===== src/rtl/mips_core_pkg.sv =====
// Shared MIPS core definitions: inter-stage payload structs, hazard flush reasons
// and small sizing helpers used by the elastic pipeline stage.
package mips_core_pkg;

  localparam int unsigned XLEN     = 32;
  localparam int unsigned REG_AW   = 5;
  localparam int unsigned ALUOP_W  = 4;

  // Why hazard control requested a pipeline flush.
  typedef enum logic [2:0] {
    FLUSH_NONE,
    FLUSH_BRANCH,
    FLUSH_JUMP,
    FLUSH_EXCEPTION,
    FLUSH_ERET
  } flushReason_e;

  typedef struct packed {
    logic [XLEN-1:0] pc;
    logic [XLEN-1:0] instr;
  } i2d_t;

  typedef struct packed {
    logic [XLEN-1:0]    pc;
    logic [XLEN-1:0]    rsVal;
    logic [XLEN-1:0]    rtVal;
    logic [XLEN-1:0]    imm;
    logic [REG_AW-1:0]  rd;
    logic [ALUOP_W-1:0] aluOp;
    logic               memRead;
    logic               memWrite;
    logic               regWrite;
  } d2e_t;

  typedef struct packed {
    logic [XLEN-1:0]   aluResult;
    logic [XLEN-1:0]   storeData;
    logic [REG_AW-1:0] rd;
    logic              memRead;
    logic              memWrite;
    logic              regWrite;
  } e2m_t;

  typedef struct packed {
    logic [XLEN-1:0]   wbData;
    logic [REG_AW-1:0] rd;
    logic              regWrite;
  } m2w_t;

  // Index width for an n-entry array; a single entry still needs one bit.
  function automatic int unsigned idxWidth(input int unsigned n);
    return (n > 1) ? $clog2(n) : 1;
  endfunction

endpackage


===== src/rtl/elastic_pipe_mem.sv =====
// Payload storage for elastic_pipe_reg: DEPTH x DATA_W registers,
// one synchronous write port and one asynchronous read port, never reset.
module elastic_pipe_mem
  import mips_core_pkg::*;
#(
  parameter int unsigned DATA_W = 32,
  parameter int unsigned DEPTH  = 2,
  parameter int unsigned AW     = idxWidth(DEPTH)
) (
  input  logic              clk,
  input  logic              i_we,
  input  logic [AW-1:0]     i_waddr,
  input  logic [DATA_W-1:0] i_wdata,
  input  logic [AW-1:0]     i_raddr,
  output logic [DATA_W-1:0] o_rdata
);

  logic [DATA_W-1:0] r_mem [DEPTH];

  always_ff @(posedge clk) begin
    if (i_we) begin
      r_mem[i_waddr] <= i_wdata;
    end
  end

  assign o_rdata = r_mem[i_raddr];

endmodule


===== src/rtl/elastic_pipe_reg.sv =====
// Elastic ready/valid pipeline stage with bubble squashing and synchronous flush.
// Optional ELASTIC_PIPE_STATS_EN adds a saturating downstream-stall counter.
module elastic_pipe_reg
  import mips_core_pkg::*;
#(
  parameter int unsigned DATA_W = 32,
  parameter int unsigned DEPTH  = 2
) (
  input  logic                       clk,
  input  logic                       rst_n,
  input  logic                       i_valid,
  output logic                       i_ready,
  input  logic [DATA_W-1:0]          i_data,
  output logic                       o_valid,
  input  logic                       o_ready,
  output logic [DATA_W-1:0]          o_data,
  input  logic                       flush,
  output logic [$clog2(DEPTH+1)-1:0] count
`ifdef ELASTIC_PIPE_STATS_EN
  ,
  output logic [31:0]                stall_cycles
`endif
);

  localparam int unsigned PW = idxWidth(DEPTH);
  localparam int unsigned CW = $clog2(DEPTH + 1);
  localparam logic [CW-1:0] FULL_COUNT = CW'(DEPTH);
  localparam logic [PW-1:0] LAST_PTR   = PW'(DEPTH - 1);

  logic [PW-1:0] r_wrPtr;
  logic [PW-1:0] r_rdPtr;
  logic [CW-1:0] r_count;
  logic          w_push;
  logic          w_pop;

  // Explicit wrap keeps non-power-of-two depths correct.
  function automatic logic [PW-1:0] nextPtr(input logic [PW-1:0] ptr);
    return (ptr == LAST_PTR) ? '0 : ptr + PW'(1);
  endfunction

  assign i_ready = ~flush & (r_count < FULL_COUNT);
  assign o_valid = (r_count != '0);
  assign w_push  = i_valid & i_ready;
  assign w_pop   = o_valid & o_ready;
  assign count   = r_count;

  always_ff @(posedge clk or negedge rst_n) begin
    if (!rst_n) begin
      r_wrPtr <= '0;
      r_rdPtr <= '0;
      r_count <= '0;
    end else if (flush) begin
      r_wrPtr <= '0;
      r_rdPtr <= '0;
      r_count <= '0;
    end else begin
      if (w_push) begin
        r_wrPtr <= nextPtr(r_wrPtr);
      end
      if (w_pop) begin
        r_rdPtr <= nextPtr(r_rdPtr);
      end
      case ({w_push, w_pop})
        2'b10:   r_count <= r_count + CW'(1);
        2'b01:   r_count <= r_count - CW'(1);
        default: r_count <= r_count;
      endcase
    end
  end

  elastic_pipe_mem #(
    .DATA_W (DATA_W),
    .DEPTH  (DEPTH),
    .AW     (PW)
  ) u_mem (
    .clk     (clk),
    .i_we    (w_push),
    .i_waddr (r_wrPtr),
    .i_wdata (i_data),
    .i_raddr (r_rdPtr),
    .o_rdata (o_data)
  );

`ifdef ELASTIC_PIPE_STATS_EN
  logic [31:0] r_stallCycles;

  // Survives flush on purpose so hazard-induced flushes don't hide backpressure.
  always_ff @(posedge clk or negedge rst_n) begin
    if (!rst_n) begin
      r_stallCycles <= '0;
    end else if (o_valid && !o_ready && (r_stallCycles != 32'hFFFF_FFFF)) begin
      r_stallCycles <= r_stallCycles + 32'd1;
    end
  end

  assign stall_cycles = r_stallCycles;
`endif

endmodule


===== config.mk =====
export PLATFORM = sky130hd
export DESIGN_NAME = elastic_pipe_reg
export DESIGN_NICKNAME = d
export VERILOG_FILES = /design/src/rtl/mips_core_pkg.sv /design/src/rtl/elastic_pipe_mem.sv /design/src/rtl/elastic_pipe_reg.sv
export SDC_FILE = /design/constraint.sdc
export NUM_CORES = 1
export LEC_CHECK = 0
export CAP_MARGIN = 10
export CORE_MARGIN = 1
export CORE_UTILIZATION = 51
export DETAILED_ROUTE_END_ITERATION = 16
export PLACE_DENSITY_LB_ADDON = 0.2
export SYNTH_ARGS = -nofsm -noshare
export SYNTH_HDL_FRONTEND = slang
export SYNTH_HIERARCHICAL = 1
export SYNTH_SLANG_ARGS = --single-unit

===== constraint.sdc =====
create_clock -name clk -period 6.49 [get_ports clk]
set_clock_uncertainty 0.05 [all_clocks]
set_input_delay 0.9735 -clock clk [delete_from_list [all_inputs] [get_ports clk]]
set_output_delay 0.9735 -clock clk [all_outputs]
set_load 0.005 [all_outputs]

* Yosys cells after proc, flatten, opt, wreduce, memory -nomap -nowiden *
Memory sizes are Yosys's and may differ from the RTL's.
Index checks and enable logic that the tools add are counted.

operators by class
  add/subtract/negate cells = 4
  order comparisons = 1
  equal/unequal tests = 2
  muxes and demuxes = 10
  bitwise gates (word level) = 4
  reductions and logical operators = 4

operators by type and width
  cell                 count
  $mux 1               8
  $reduce_bool 2->1    3
  $pmux 2 s2           1
  $and 1x1->1          3
  $reduce_bool 3->1    1
  $add 1x1->1 const B  2
  $add 2x1->2 const B  1
  $eq 2x1->1 const B   1
  $eq 2x2->1 const B   1
  $lt 2x2->1 const B   1
  $mux 2               1
  $sub 2x1->2 const B  1
  $not 1->1            1

storage, ports and cells
  bits in registers = 4
  bits in writable memories = 64
  output and inout port bits = 36
  memories = 1

memories
  memory       words  bits a word  read ports  clocked after memory_dff  write ports  RTL line                text
  u_mem.r_mem  2      32           1           0                         1            elastic_pipe_mem.sv:18  logic [DATA_W-1:0] r_mem [DEPTH];

* Logic depth before layout (Yosys ltp) *
  depth after elaboration = 6
  depth in mapped cells = 3

* By module *
The synthesis kept the hierarchy.

modules (own cells, without submodules)
  module            instances  cells each  area each (µm²)  seq. area each (µm²)
  elastic_pipe_mem  1          102         2478.6           1921.8
  elastic_pipe_reg  1          23          210.2            100.1

* Worst setup path after synthesis *
Ideal clock, no wire load.

  path type = in2reg
  start = input flush
  end = memory u_mem.r_mem[0][0] (enable)
  setup time = 0.425 ns
  arrival = 2.727 ns
  required time = 6.015 ns
  path slack = 3.289 ns
  stages on the path = 3
  buffers on the path = 0
  cell sequence = nor2_1 > and2_1 > nor2b_1

between the ends
  word-level cells in the longest chain between the ends = 5

ends and longest elaborated chain
  what                          RTL line                text
  start, declared               elastic_pipe_reg.sv:17  input logic flush,
  $not 1->1                     elastic_pipe_reg.sv:41  assign i_ready = ~flush & (r_count < FULL_COUNT);
  $and 1x1->1                   elastic_pipe_reg.sv:41
  $and 1x1->1                   elastic_pipe_reg.sv:43  assign w_push = i_valid & i_ready;
  named net w_push              elastic_pipe_reg.sv:33  logic w_push;
  $mux 1                        elastic_pipe_mem.sv:21  if (i_we) begin
  $mux 1 (not written as such)  elastic_pipe_mem.sv:22  r_mem[i_waddr] <= i_wdata;
  end, declared                 elastic_pipe_mem.sv:18

The timed path passes the listed nets, and every way through them passes these cells.

* Final worst setup path *
  start = register r_rdPtr
  end = output o_data[29]

between the ends
  word-level cells in the longest chain between the ends = 1

ends and longest elaborated chain
  what                    RTL line                text
  start, declared         elastic_pipe_reg.sv:31  logic [PW-1:0] r_rdPtr;
  start signal, assigned  elastic_pipe_reg.sv:61  r_rdPtr <= nextPtr(r_rdPtr);
  $mem_v2 2x32            n/a
  end, declared           elastic_pipe_reg.sv:16  output logic [DATA_W-1:0] o_data,

No other way between the ends.

==> flow_metrics.py <==
metrics = {
    "layout": {
        "drive_gt1_share_pct": 23.8,
        "stdcell_count": 280,
        "syn2layout_area_growth_pct": 35.3,
        "insertedDiodeCount": 0,
        "nets": 242,
        "fillCellCount": 360,
    },
    "cts": {
        "holdBufCountCts": 0,
        "clock-sinks": 68,
        "clk_pin_slew_ns": 0.06,
        "cts_tree": "done",
        "cts_root_buf": "clkbuf_8",
        "cts_buffers": 9,
        "htree_levels": 3,
        "clock_latency_ns": 0.33,
        "cts_buffer_depth": 2,
        "cts_resized": 0,
        "cts_setup_buffers": 0,
    },
    "routing": {
        "dr.pass1.iters": 6,
        "vias_per_cell": 4.87,
        "drt_wl_total_um": 4230,
        "postRouteAntennaNets": 0,
        "vias": 1364,
        "drcViolationCount": 0,
        "drt_iter0_drc": 41,
        "routedWlPerCell_um": 15.1,
    },
    "worst_setup_path": {
        "start_kind": "flop",
        "end_kind": "primary output",
        "worst-setup-path-type": "flop to primary output",
        "critical_path_arrival_ns": 2.24,
        "worstPathRequired_ns": 5.47,
        "crit_path_max_fanout": 33,
    },
    "synth": {
        "netlist_area_um2": 2690,
        "synthCells": 125,
        "syn-num-nets": 162,
        "ys_seq_area_share_pct": 75.2,
        "post_synth.cell_area_avg_um2": 21.5,
        "synth_warnings": 6,
        "yosysUniqueCellTypes": 19,
        "ys_ff_latch": 68,
    },
    "global_routing": {
        "overflow": 0,
        "grt_max_degree": 34,
        "antenna_found_initial": 0,
        "grt_usage_pct": 16.1,
        "grt_pass1_wl_um": 6180,
        "grt_pass1_vias": 1354,
    },
    "sta": {
        "max_freq_ghz": 0.307,
        "slew_violations": 0,
        "setup_viol": 0,
        "setup_tns_ns": 0,
        "finalCriticalPeriod_ns": 3.26,
        "rsz0062_at_grt": "no",
        "relSlewSlack_pct": 31.9,
        "hold_viol": 0,
        "holdWs_ns": 0.583,
        "fin_crit_sh_pct": 50.3,
        "max_slew.worst_pin.slew_ns": 1.02,
    },
    "power_and_ir_drop": {
        "power.density_nw_per_um2": 266,
        "ir_drop_uv": 179,
        "leakage_nw": 1.29,
    },
    "floorplanning": {
        "rows": 26,
        "initial_core_util_pct": 52.6,
        "dieHeight_um": 74.6,
        "ios": 73,
        "die_w_um": 74.6,
        "fp.coreArea_um2": 5110,
        "die_area_um2": 5570,
    },
    "placement": {
        "dp_hpwl_um": 2820,
        "portBuffers": 72,
        "gp_congestion": 0.700,
        "place_inst": 264,
    },
    "outcome": {
        "outcome": "finished, final reports clean",
    },
    "job": {
        "drv_cap": 0,
    },
    "hold_path": {
        "hold_path.class": "flop to flop",
    },
}
flip-flops by register name, summed over array words and instances, names as in the netlist:
| signal | count |
|---|---|
| r_rdPtr | 1 |
| u_mem/r_mem | 64 |
| count | 2 |
| r_wrPtr | 1 |
cell usage after synthesis:
master	count	area, um^2
edfxtp_1	64	1920
mux2_4	30	450
dfrtp_1	4	100
buf_12	3	60.1
nor2_1	3	11.3
nor2b_1	3	18.8
and2_1	2	12.5
mux2_2	2	22.5
nand2_1	2	7.51
nand2b_1	2	12.5
o21ai_0	2	10.0
a21o_1	1	7.51
a21oi_1	1	5.00
a31oi_1	1	6.26
buf_6	1	11.3
nand3b_1	1	7.51
or2_2	1	6.26
xnor2_1	1	8.76
xor2_1	1	8.76
kinds of logic after synthesis:
kind of cell           share of synthesized area, %
buffers and inverters                          2.65
flip-flops                                     75.2
AO/OA/AOI/OAI                                  1.07
multiplexers                                   17.6
AND/OR/NAND/NOR                                2.84
XOR/XNOR                                      0.652
through the flow:
step / setup WS (ns) / util (%) / total power, W / instance area, um^2
3_3_place_gp: 3.35 / 67.4 / 0.000642 / 3440
4_1_cts: 3.17 / 71.2 / 0.000980 / 3640
2_1_floorplan: 3.29 / - / 0.000580 / 2690
5_1_grt: 3.11 / 71.2 / 0.00100 / 3640
6_report: 3.23 / 71.2 / 0.000967 / 3640
3_5_place_dp: 3.29 / 67.4 / 0.000647 / 3440
cell usage in the layout, fill, tap and decap left out, drive strengths merged, types with 2 or more instances in the layout:
cell type and count:
clkbuf 12, clkinvlp 2, edfxtp 64, nor2 3, o21ai 2, nor2b 3
mux2 32, nand2b 2, dfrtp 4, clkdlybuf4s50 72, and2 2, nand2 2
per-layer routing:
metal  routed length, um  up-vias  track usage (%)
met5                   0        -                0
met4                  82        0             10.7
met3                 239        8             4.42
met2                2260       52             27.6
met1                1650      663             17.6
li1                    -      641                -
cell type report:
cell class | count | area [um^2] | area share (%)
clock inverter | 4 | 50.0 | 1.38
multi-input combinational | 53 | 603 | 16.6
tap | 70 | 87.6 | 2.41
clock buffer | 12 | 145 | 3.99
sequential | 68 | 2020 | 55.6
timing repair buffer | 73 | 728 | 20.0
critical path: stages (launching register included):
cell and delay [ns]:
dfrtp_2 1.04, mux2_2 0.41, clkdlybuf4s50_1 0.46
worst paths after layout:
kind,to,cells past startpoint,slack (ns),start
worst min register to register,r_wrPtr,2,0.58,r_wrPtr
max in group asynchronous,r_rdPtr,1,5.39,rst_n
worst max register to register,u_mem/r_mem[1][29],4,4.34,count[1]
worst min-delay path,r_wrPtr,2,0.58,r_wrPtr
worst max-delay path,o_data[29],2,3.23,r_rdPtr
min in group asynchronous,count[1],1,0.80,rst_n
where the power goes:
| group | switching, W | internal (W) | leakage [nW] |
|---|---|---|---|
| clock network | 0.000144 | 0.000187 | 0.0926 |
| registers | 0.0000160 | 0.000501 | 0.639 |
| logic | 0.0000329 | 0.0000852 | 0.556 |
Power figures use the tool's default switching activity.
